--- src/rtl/alu_req_arbiter.sv ---
// Two-requester round-robin arbiter that sequences one operation at a time through
// the shared 16-bit ALU. It returns each result on a single tagged response channel.

// state | meaning
// IDLE  | no operation in flight; arbitrate and accept one request
// EXEC  | operands and control are stable at the ALU; capture its result at the edge
// RESP  | response held on rsp_*; wait for the rsp_valid/rsp_ready handshake
module alu_req_arbiter (
    input  logic        clk,
    input  logic        rst_n,
    input  logic        req0_valid,
    input  logic [15:0] req0_a,
    input  logic [15:0] req0_b,
    input  logic [3:0]  req0_op,
    output logic        req0_ready,
    input  logic        req1_valid,
    input  logic [15:0] req1_a,
    input  logic [15:0] req1_b,
    input  logic [3:0]  req1_op,
    output logic        req1_ready,
    output logic [15:0] alu_a,
    output logic [15:0] alu_b,
    output logic [3:0]  alu_ctrl,
    input  logic [15:0] alu_s,
    input  logic        alu_ovf,
    input  logic        alu_zero,
    output logic        rsp_valid,
    output logic        rsp_id,
    output logic [15:0] rsp_s,
    output logic        rsp_ovf,
    output logic        rsp_zero,
    output logic        rsp_err,
    input  logic        rsp_ready,
    output logic [7:0]  gnt_cnt0,
    output logic [7:0]  gnt_cnt1
);

    typedef enum logic [1:0] {
        IDLE = 2'd0,
        EXEC = 2'd1,
        RESP = 2'd2
    } state_t;

    state_t state;
    logic   prio;
    logic   id_q;
    logic   gnt0;
    logic   gnt1;
    logic   op_illegal;

    // prio names the requester that wins when both are valid
    always_comb begin
        gnt0 = 1'b0;
        gnt1 = 1'b0;
        if (rst_n && state == IDLE) begin
            if (req0_valid && (!req1_valid || !prio))
                gnt0 = 1'b1;
            else if (req1_valid)
                gnt1 = 1'b1;
        end
    end

    assign req0_ready = gnt0;
    assign req1_ready = gnt1;

    always_comb begin
        case (alu_ctrl)
            4'd7, 4'd11, 4'd13, 4'd15: op_illegal = 1'b1;
            default:                   op_illegal = 1'b0;
        endcase
    end

    always_ff @(posedge clk) begin
        if (!rst_n) begin
            state     <= IDLE;
            prio      <= 1'b0;
            id_q      <= 1'b0;
            alu_a     <= 16'h0000;
            alu_b     <= 16'h0000;
            alu_ctrl  <= 4'h0;
            rsp_valid <= 1'b0;
            rsp_id    <= 1'b0;
            rsp_s     <= 16'h0000;
            rsp_ovf   <= 1'b0;
            rsp_zero  <= 1'b0;
            rsp_err   <= 1'b0;
            gnt_cnt0  <= 8'h00;
            gnt_cnt1  <= 8'h00;
        end else begin
            case (state)
                IDLE: begin
                    if (gnt0 || gnt1) begin
                        alu_a    <= gnt1 ? req1_a  : req0_a;
                        alu_b    <= gnt1 ? req1_b  : req0_b;
                        alu_ctrl <= gnt1 ? req1_op : req0_op;
                        id_q     <= gnt1;
                        prio     <= gnt0;
                        if (gnt0 && gnt_cnt0 != 8'hFF)
                            gnt_cnt0 <= gnt_cnt0 + 8'd1;
                        if (gnt1 && gnt_cnt1 != 8'hFF)
                            gnt_cnt1 <= gnt_cnt1 + 8'd1;
                        state <= EXEC;
                    end
                end
                EXEC: begin
                    // an illegal code reports a clean zero result, whatever the ALU drives
                    rsp_s     <= op_illegal ? 16'h0000 : alu_s;
                    rsp_ovf   <= op_illegal ? 1'b0     : alu_ovf;
                    rsp_zero  <= op_illegal ? 1'b1     : alu_zero;
                    rsp_err   <= op_illegal;
                    rsp_id    <= id_q;
                    rsp_valid <= 1'b1;
                    state     <= RESP;
                end
                RESP: begin
                    if (rsp_ready) begin
                        rsp_valid <= 1'b0;
                        state     <= IDLE;
                    end
                end
                default: state <= IDLE;
            endcase
        end
    end

endmodule

--- config.mk ---
export PLATFORM = sky130hd
export DESIGN_NAME = alu_req_arbiter
export DESIGN_NICKNAME = d
export VERILOG_FILES = /design/src/rtl/alu_req_arbiter.sv
export SDC_FILE = /design/constraint.sdc
export NUM_CORES = 1
export LEC_CHECK = 0
export ABC_AREA = 1
export BUFFER_PORTS_ARGS = -buffer_cell sky130_fd_sc_hd__buf_2
export CELL_PAD_IN_SITES_DETAIL_PLACEMENT = 0
export CELL_PAD_IN_SITES_GLOBAL_PLACEMENT = 2
export CORE_MARGIN = 4
export CORE_UTILIZATION = 25
export CTS_CLUSTER_DIAMETER = 40
export DETAILED_ROUTE_END_ITERATION = 8
export MAX_ROUTING_LAYER = met4
export PLACE_DENSITY_LB_ADDON = 0.25
export REMOVE_ABC_BUFFERS = 1
export SLEW_MARGIN = 40
export SYNTH_ARGS = -nofsm -noshare
export SYNTH_HDL_FRONTEND = slang
export SYNTH_SLANG_ARGS = --single-unit
--- constraint.sdc ---
create_clock -name clk -period 3.9 [get_ports clk]
set_input_delay 0.39 -clock clk [delete_from_list [all_inputs] [get_ports clk]]
set_output_delay 0.39 -clock clk [all_outputs]
set_load 0.02 [all_outputs]
==> results of run 1 <==
[cells in the mapped netlist]
| master | instances | area (sq um) |
|---|---|---|
| o21a_1 | 1 | 7.51 |
| nand2_2 | 3 | 18.8 |
| a21oi_1 | 31 | 155 |
| nand3b_1 | 2 | 15.0 |
| o21ai_1 | 21 | 105 |
| nor2_1 | 95 | 357 |
| nand2_1 | 204 | 766 |
| nand4_1 | 2 | 12.5 |
| clkbuf_1 | 9 | 33.8 |
| nand3_1 | 11 | 55.1 |
| nor2_4 | 2 | 22.5 |
| xor2_1 | 4 | 35.0 |
| nor2_2 | 3 | 18.8 |
| a211oi_1 | 2 | 15.0 |
| inv_2 | 3 | 11.3 |
| buf_4 | 2 | 15.0 |
| buf_6 | 4 | 45.0 |
| dfxtp_1 | 77 | 1540 |
| buf_2 | 9 | 45.0 |
| inv_1 | 22 | 82.6 |
| o21ai_0 | 24 | 120 |
| nand2_4 | 1 | 11.3 |
| a21oi_4 | 1 | 16.3 |
| ha_1 | 2 | 25.0 |
[final timing paths]
check                              start                        to  slack [ns]  depth (start not counted)
setup / recovery   state[1]$_SDFFE_PN0P_                req1_ready        1.69                          5
setup reg to reg   state[1]$_SDFFE_PN0P_  alu_ctrl[2]$_SDFFE_PN0P_        1.73                          8
hold reg to reg   rsp_s[11]$_SDFFE_PN0P_    rsp_s[11]$_SDFFE_PN0P_        0.46                          2
hold / removal                  alu_zero     rsp_zero$_SDFFE_PN0P_        0.29                          3
[power breakdown]
group	internal [uW]	switching, uW
logic	176	343
registers	875	51.0
clock network	524	315
total	1570	709
[through the flow]
step / cells / worst slack [ns]
after CTS: 876 / 1.65
after detailed placement: 862 / 1.68
final: 876 / 1.69
after global placement: 861 / 1.54
after floorplan: 511 / 1.66
after global routing: 876 / 1.50
[sequential cells by signal (all words and copies together) (netlist names)]
register / cells
gnt_cnt0: 8
rsp_ovf: 1
state: 2
gnt_cnt1: 8
rsp_err: 1
prio: 1
alu_ctrl: 4
alu_b: 16
rsp_s: 16
rsp_zero: 1
id_q: 1
rsp_valid: 1
rsp_id: 1
alu_a: 16
[metal layers]
metal  track usage, %  up-vias  wire (um)
met5                -        -          0
li1                 -     1983          -
met1             16.9     1612       4950
met2             21.7      109       4960
met4             4.35        0        111
met3             4.42        8        817
[cell usage in the layout, fill, tap and decap left out, types with 4 or more instances in the layout]
cell type	Yosys	layout
a21oi_1	31	31
inv_1	22	21
o21ai_1	21	21
dfxtp_1	77	77
nand3_1	11	11
xor2_1	4	4
buf_2	9	169
clkbuf_16	0	9
nor2_1	95	95
o21ai_0	24	24
inv_2	3	4
nand2_1	204	204
[cell type report]
type / count / share of cell area, %
clock buffers: 11 / 5.28
clock inverters: 3 / 0.967
inverters: 25 / 1.96
multi-input cells: 409 / 36.8
flip-flops and latches: 77 / 32.2
well taps: 180 / 4.70
repair buffers: 171 / 18.1
[worst max-delay path, delay by kind of cell (launching register included)]
family | cells | cell delay [ns]
buffers and inverters | 2 | 0.44
DFF | 1 | 0.36
and+or+nand+nor | 3 | 0.67
[cells by family after synthesis]
kind of cell | after synthesis | synth area share, %
flops | 77 | 43.7
simple gates | 323 | 36.2
compound gates | 80 | 11.9
xor+xnor | 4 | 0.992
fa+ha+maj | 2 | 0.709
buf+inv | 49 | 6.59
==> key figures, run 1 <==
STA
  – Count of pins over their slew limit: 0
  – RSZ-0062 raised after global routing: no
  – Final worst-path cycle share: 56.6%
  – Fin Hold WS: 0.291 ns
  – Post-route setup TNS: 0 ns
  – Slew @ Worst Pin: 0.696 ns
  – Fmax: 0.453 GHz
  – Final Setup Violations: 0
  – Final Critical Period: 2.21 ns
  – Max_slew headroom: 53.4%
  – Final Hold Viols: 0
  – Skew final: 0.00707 ns

Clock network
  – Worst-Skew Late Latency: 0.33 ns
  – Postcts setup bufs: 0
  – Root Buffer Master: clkbuf_16
  – Hold buffer count at cts: 0
  – Reg clk slew, reported paths: 0.06 ns
  – Htree depth: 3
  – Num Clock Sinks: 77
  – Cts repair resizes: 0
  – Worst-case clock buffer depth: 2
  – CTS tree: built
  – Cts bufs inserted: 9

Final layout
  – Ratio of cells with drive above 1 in the final layout: 28.6%
  – N_diodes: 0
  – Layout Utilization: 34.5%
  – Post-route cell area: 4790 sq um
  – Area growth, synth to finish: 35.7%
  – Multi-input gate area: 1760 sq um
  – Nets: 790
  – Register Area: 1540 sq um
  – Fillers: 1535

Global route
  – Initial antenna violation count: 0
  – First-pass GRT wire length: 17.3 mm
  – Largest net degree at the start of global routing: 47
  – Congestion Overflow GR: 0
  – GRT Total Usage: 13.8%
  – Vias in the first global route: 3513

Routing
  – Antenna viol nets, final: 0
  – Via count: 3712
  – DRT Wirelength: 10.8 mm
  – Iter 0 DRT Violations: 101
  – Routed len/inst: 12.4 um
  – DRC: 0
  – DR pass1 iterations: 4
  – DR vias/cell: 4.24

Synthesis
  – Yosys reg bits: 77
  – Mapped Area: 3530 sq um
  – Avg Inst Size Synth: 6.60 sq um
  – Post-synthesis instance total: 535
  – Distinct cell type count after synthesis: 24
  – Yosys Warn Count: 0
  – Sequential area share after synthesis: 43.7%

Critical path
  – Worst-path cell chain: nor2_2 -> nand2_4 -> nor2_4 -> buf_8 -> buf_2
  – CP max stage delay: 0.37 ns
  – Worst path required time: 3.51 ns
  – Worst Path Class, Setup: reg2out
  – Crit path capture type: primary output
  – CP Max Fanout: 26
  – Critical Path AT: 1.82 ns
  – Worst Setup Start Kind: register
  – Slowest CP cell: nor2_4

Floorplanning
  – Die H: 127 um
  – Die area: 16100 sq um
  – # rows: 43
  – I/O pin cnt: 170
  – Placeable Area: 13900 sq um
  – Die width: 127 um
  – Initial core utilization: 25.4%

Run status
  – Status: finished, final reports clean

Pwr
  – Tot Pwr: 2280 uW
  – Power Density: 477 nW/um^2
  – Leak pwr: 0.00241 uW
  – Worst vdd ir: 0.216 mV

Worst hold path
  – Worst hold path type: in2reg

Placement
  – RD Place Congestion: 0.780
  – Port bufs: 169
  – HPWL after DPL: 8.00 mm
  – DP Area: 4490 sq um

Run
  – Max-capacitance violation count: 0
(Power assumes the default switching activity.)
==> inputs of run 2 (changes only) <==
- ABC_AREA: 1 -> 0
- CORE_UTILIZATION: 25 -> 24
- clock period: 3.9 -> 2.3 ns (I/O delays scaled with it)
==> run 2 against run 1 <==
Register-to-register slack lost 1.2 ns. Via count decreased by 11%. First-iteration DRC count up 66%. Largest power group is now clock. Critical endpoint is now req0_ready. Global-route usage rose by 0.25 points. Wire length shrank 5.8%. Area after synthesis down 10%.
==> key figures, run 2 <==
Final layout
  – Nets: 622 (-21%)
  – Area growth, synth to finish: 41.5%
  – Largest registers: alu_a x16, alu_b x16, rsp_s x16
  – Commonest cells after routing, fill and taps aside: buf_2 (169), nand2_1 (81), dfxtp_1 (77), o21ai_0 (44), a31oi_1 (36)
  – Final Non-Filler Cells: 702 (-20%)
  – Ratio of cells with drive above 1 in the final layout: 39.6% (+11 points)
  – N_diodes: 0 (unchanged)
  – Commonest non-fill, non-tap cell in the layout: buf_2
  – Post-route cell area: 4480 sq um (-6.4%)

Floorplanning
  – Initial core utilization: 24.8% (-0.62 points)
  – Die area: 15100 sq um (-6.1%)
  – Die width: 123 um (-3.1%)
  – # rows: 41 (-4.7%)
  – Placeable Area: 12800 sq um (-8.0%)
  – I/O pin cnt: 170 (unchanged)
  – Die H: 123 um (-3.1%)

STA
  – Fin Hold WS: 0.107 ns (-0.183 ns)
  – Max_slew headroom: 55.6% (+2.2 points)
  – RSZ-0062 raised after global routing: no
  – Skew final: 0.00460 ns (-0.00246 ns)
  – Fmax: 0.488 GHz
  – Final Hold Viols: 0 (unchanged)
  – Final worst-path cycle share: 89.1%
  – Post-route setup TNS: 0 ns (unchanged)
  – Count of pins over their slew limit: 0 (unchanged)
  – Final Critical Period: 2.05 ns
  – Final Setup Violations: 0 (unchanged)
  – Slew @ Worst Pin: 0.665 ns (-0.0315 ns)

Critical path
  – Crit path capture type: primary output
  – Worst Path Class, Setup: reg2out
  – CP max stage delay: 0.37 ns (about the same)
  – FF-to-FF Start: state[1]$_SDFFE_PN0P_
  – CP Max Fanout: 32 (+23%)
  – Worst path required time: 2.07 ns (-1.44 ns)
  – CP startpoint: state[1]$_SDFFE_PN0P_
  – Slowest CP cell: dfxtp_1
  – Worst-path cell chain: nor2_4 -> nand4_1 -> inv_1 -> buf_12 -> buf_2
  – Worst Setup Start Kind: register
  – Critical Path AT: 1.82 ns (about the same)

Synthesis
  – Top cell type's share of synthesized area: 48.6% (+5.0 points)
  – Sequential area share after synthesis: 48.6% (+5.0 points)
  – Yosys Warn Count: 0 (unchanged)
  – Yosys top cell by area: dfxtp_1
  – Number of enable flip-flop cells after synthesis: 0 (unchanged)
  – Mapped Area: 3170 sq um (-10%)
  – Post-synth top cells: nand2_1 (81), dfxtp_1 (77), o21ai_0 (44), a31oi_1 (36), clkbuf_1 (16)
  – Distinct cell type count after synthesis: 37 (+54%)
  – Async S/R FF share, synth: 0% (unchanged)
  – Yosys reg bits: 77 (unchanged)
  – Avg Inst Size Synth: 8.64 sq um (+31%)
  – Post-synthesis instance total: 367 (-31%)
  – Most instantiated library cell after synthesis: nand2_1
  – Ys flop type: dfxtp_1
  – Ranking of synthesized cells by area: dfxtp_1 (49%), nand2_1 (9.6%), a31oi_1 (7.1%)

Global route
  – Vias in the first global route: 3319 (-5.5%)
  – First-pass GRT wire length: 16.2 mm (-6.0%)
  – GRT Total Usage: 14.0% (+0.25 points)
  – Largest net degree at the start of global routing: 54 (+15%)
  – Congestion Overflow GR: 0 (unchanged)
  – Initial antenna violation count: 0 (unchanged)

Clock network
  – Hold buffer count at cts: 0 (unchanged)
  – Postcts setup bufs: 0 (unchanged)
  – Htree depth: 3 (unchanged)
  – CTS tree: built
  – Cts repair resizes: 0 (unchanged)
  – Reg clk slew, reported paths: 0.06 ns (about the same)
  – Root Buffer Master: clkbuf_16
  – Cts bufs inserted: 9 (unchanged)
  – Worst-Skew Late Latency: 0.33 ns (about the same)
  – Num Clock Sinks: 77 (unchanged)
  – Worst-case clock buffer depth: 2 (unchanged)

Placement
  – Placed Cells: 686 (-20%)
  – RD Place Congestion: 0.771 (-1.2%)
  – HPWL after DPL: 7.27 mm (-9.2%)
  – DP Area: 4160 sq um (-7.4%)
  – Port bufs: 169 (unchanged)

Pwr
  – Worst vdd ir: 0.395 mV (+83%)
  – Reg power frac: 41.2% (+0.6 points)
  – Tot Pwr: 3670 uW (+61%)
  – Power Density: 819 nW/um^2 (+72%)
  – Comb power frac: 16.8% (-5.9 points)
  – Switching share of power: 27.6% (-3.5 points)
  – Leak pwr: 0.00200 uW (-17%)
  – Pint: 2660 uW (+69%)
  – Switching Power: 1010 uW (+43%)
  – Clock network power share: 41.9% (+5.2 points)

Routing
  – DRC: 0 (unchanged)
  – Iter 0 DRT Violations: 168 (+66%)
  – Antenna viol nets, final: 0 (unchanged)
  – Via count: 3304 (-11%)
  – Routed len/inst: 14.5 um (+18%)
  – DR vias/cell: 4.71 (+11%)
  – DR pass1 iterations: 4 (unchanged)
  – DRT Wirelength: 10.2 mm (-5.8%)

Run status
  – Status: finished, final reports clean

Run
  – Max-capacitance violation count: 0 (unchanged)

Worst hold path
  – Worst hold path type: in2reg
  – Hold path start: alu_s[0]
[run 2: changes by cell type after synthesis, moves of 10 or more]
cell,previous run,this run
nand2_1,204,81
a21oi_1,31,14
o21ai_0,24,44
inv_1,22,8
a22o_2,0,10
nor2_1,95,8
o21ai_1,21,0
a31oi_1,0,36
[run 2: cell type report]
cell class / instances / area (sq um)
clock inverters: 6 / 86.3
multi-input cells: 253 / 1460
fillers: 1367 / 8290
flip-flops and latches: 77 / 1540
well taps: 172 / 215
clock buffers: 10 / 239
inverters: 8 / 30.0
repair buffers: 176 / 911
[run 2: path summary, 6_finish.rpt]
check / to / slack (ns) / cells after the start
max reg2reg: gnt_cnt0[3]$_SDFFE_PN0P_ / 0.57 / 5
max: req0_ready / 0.25 / 5
min: rsp_s[0]$_SDFFE_PN0P_ / 0.11 / 2
min reg2reg: alu_a[6]$_SDFFE_PN0P_ / 0.47 / 2
[run 2: through the flow]
| stage | utilization (%) | worst slack, ns |
|---|---|---|
| 6_report | 35.1 | 0.250 |
| 5_1_grt | 35.1 | 0.0588 |
| 3_3_place_gp | 32.5 | 0.548 |
| 3_5_place_dp | 32.5 | 0.544 |
| 2_1_floorplan | - | -0.894 |
| 4_1_cts | 35.1 | 0.164 |
[run 2: worst max-delay path, delay by kind of cell (launching register included)]
kind	cells	cell delay, ns
buffers and inverters	3	0.76
DFF	1	0.37
and+or+nand+nor	2	0.35
[run 2: logic make-up after synthesis]
family                   synth area share [%]
AO/OA/AOI/OAI                            25.9
adder cells (fa/ha/maj)                  1.11
multiplexers                            0.948
flip-flops                               48.6
buffers and inverters                    5.65
AND/OR/NAND/NOR                          17.8
[run 2: power by group through the flow]
stage / clock network (uW) / registers (uW) / logic [uW]
final: 1540 / 1510 / 619
after global routing: 1670 / 1530 / 685
after CTS: 1600 / 1510 / 633
after detailed placement: 0 / 1540 / 631
after global placement: 0 / 1540 / 627
after floorplan: 0 / 1660 / 218
[run 2: metal layers]
metal | wire length [um] | global-route usage, %
met1 | 4690 | 18.0
met2 | 4360 | 20.0
met3 | 970 | 4.85
met4 | 180 | 6.16
met5 | 0 | -
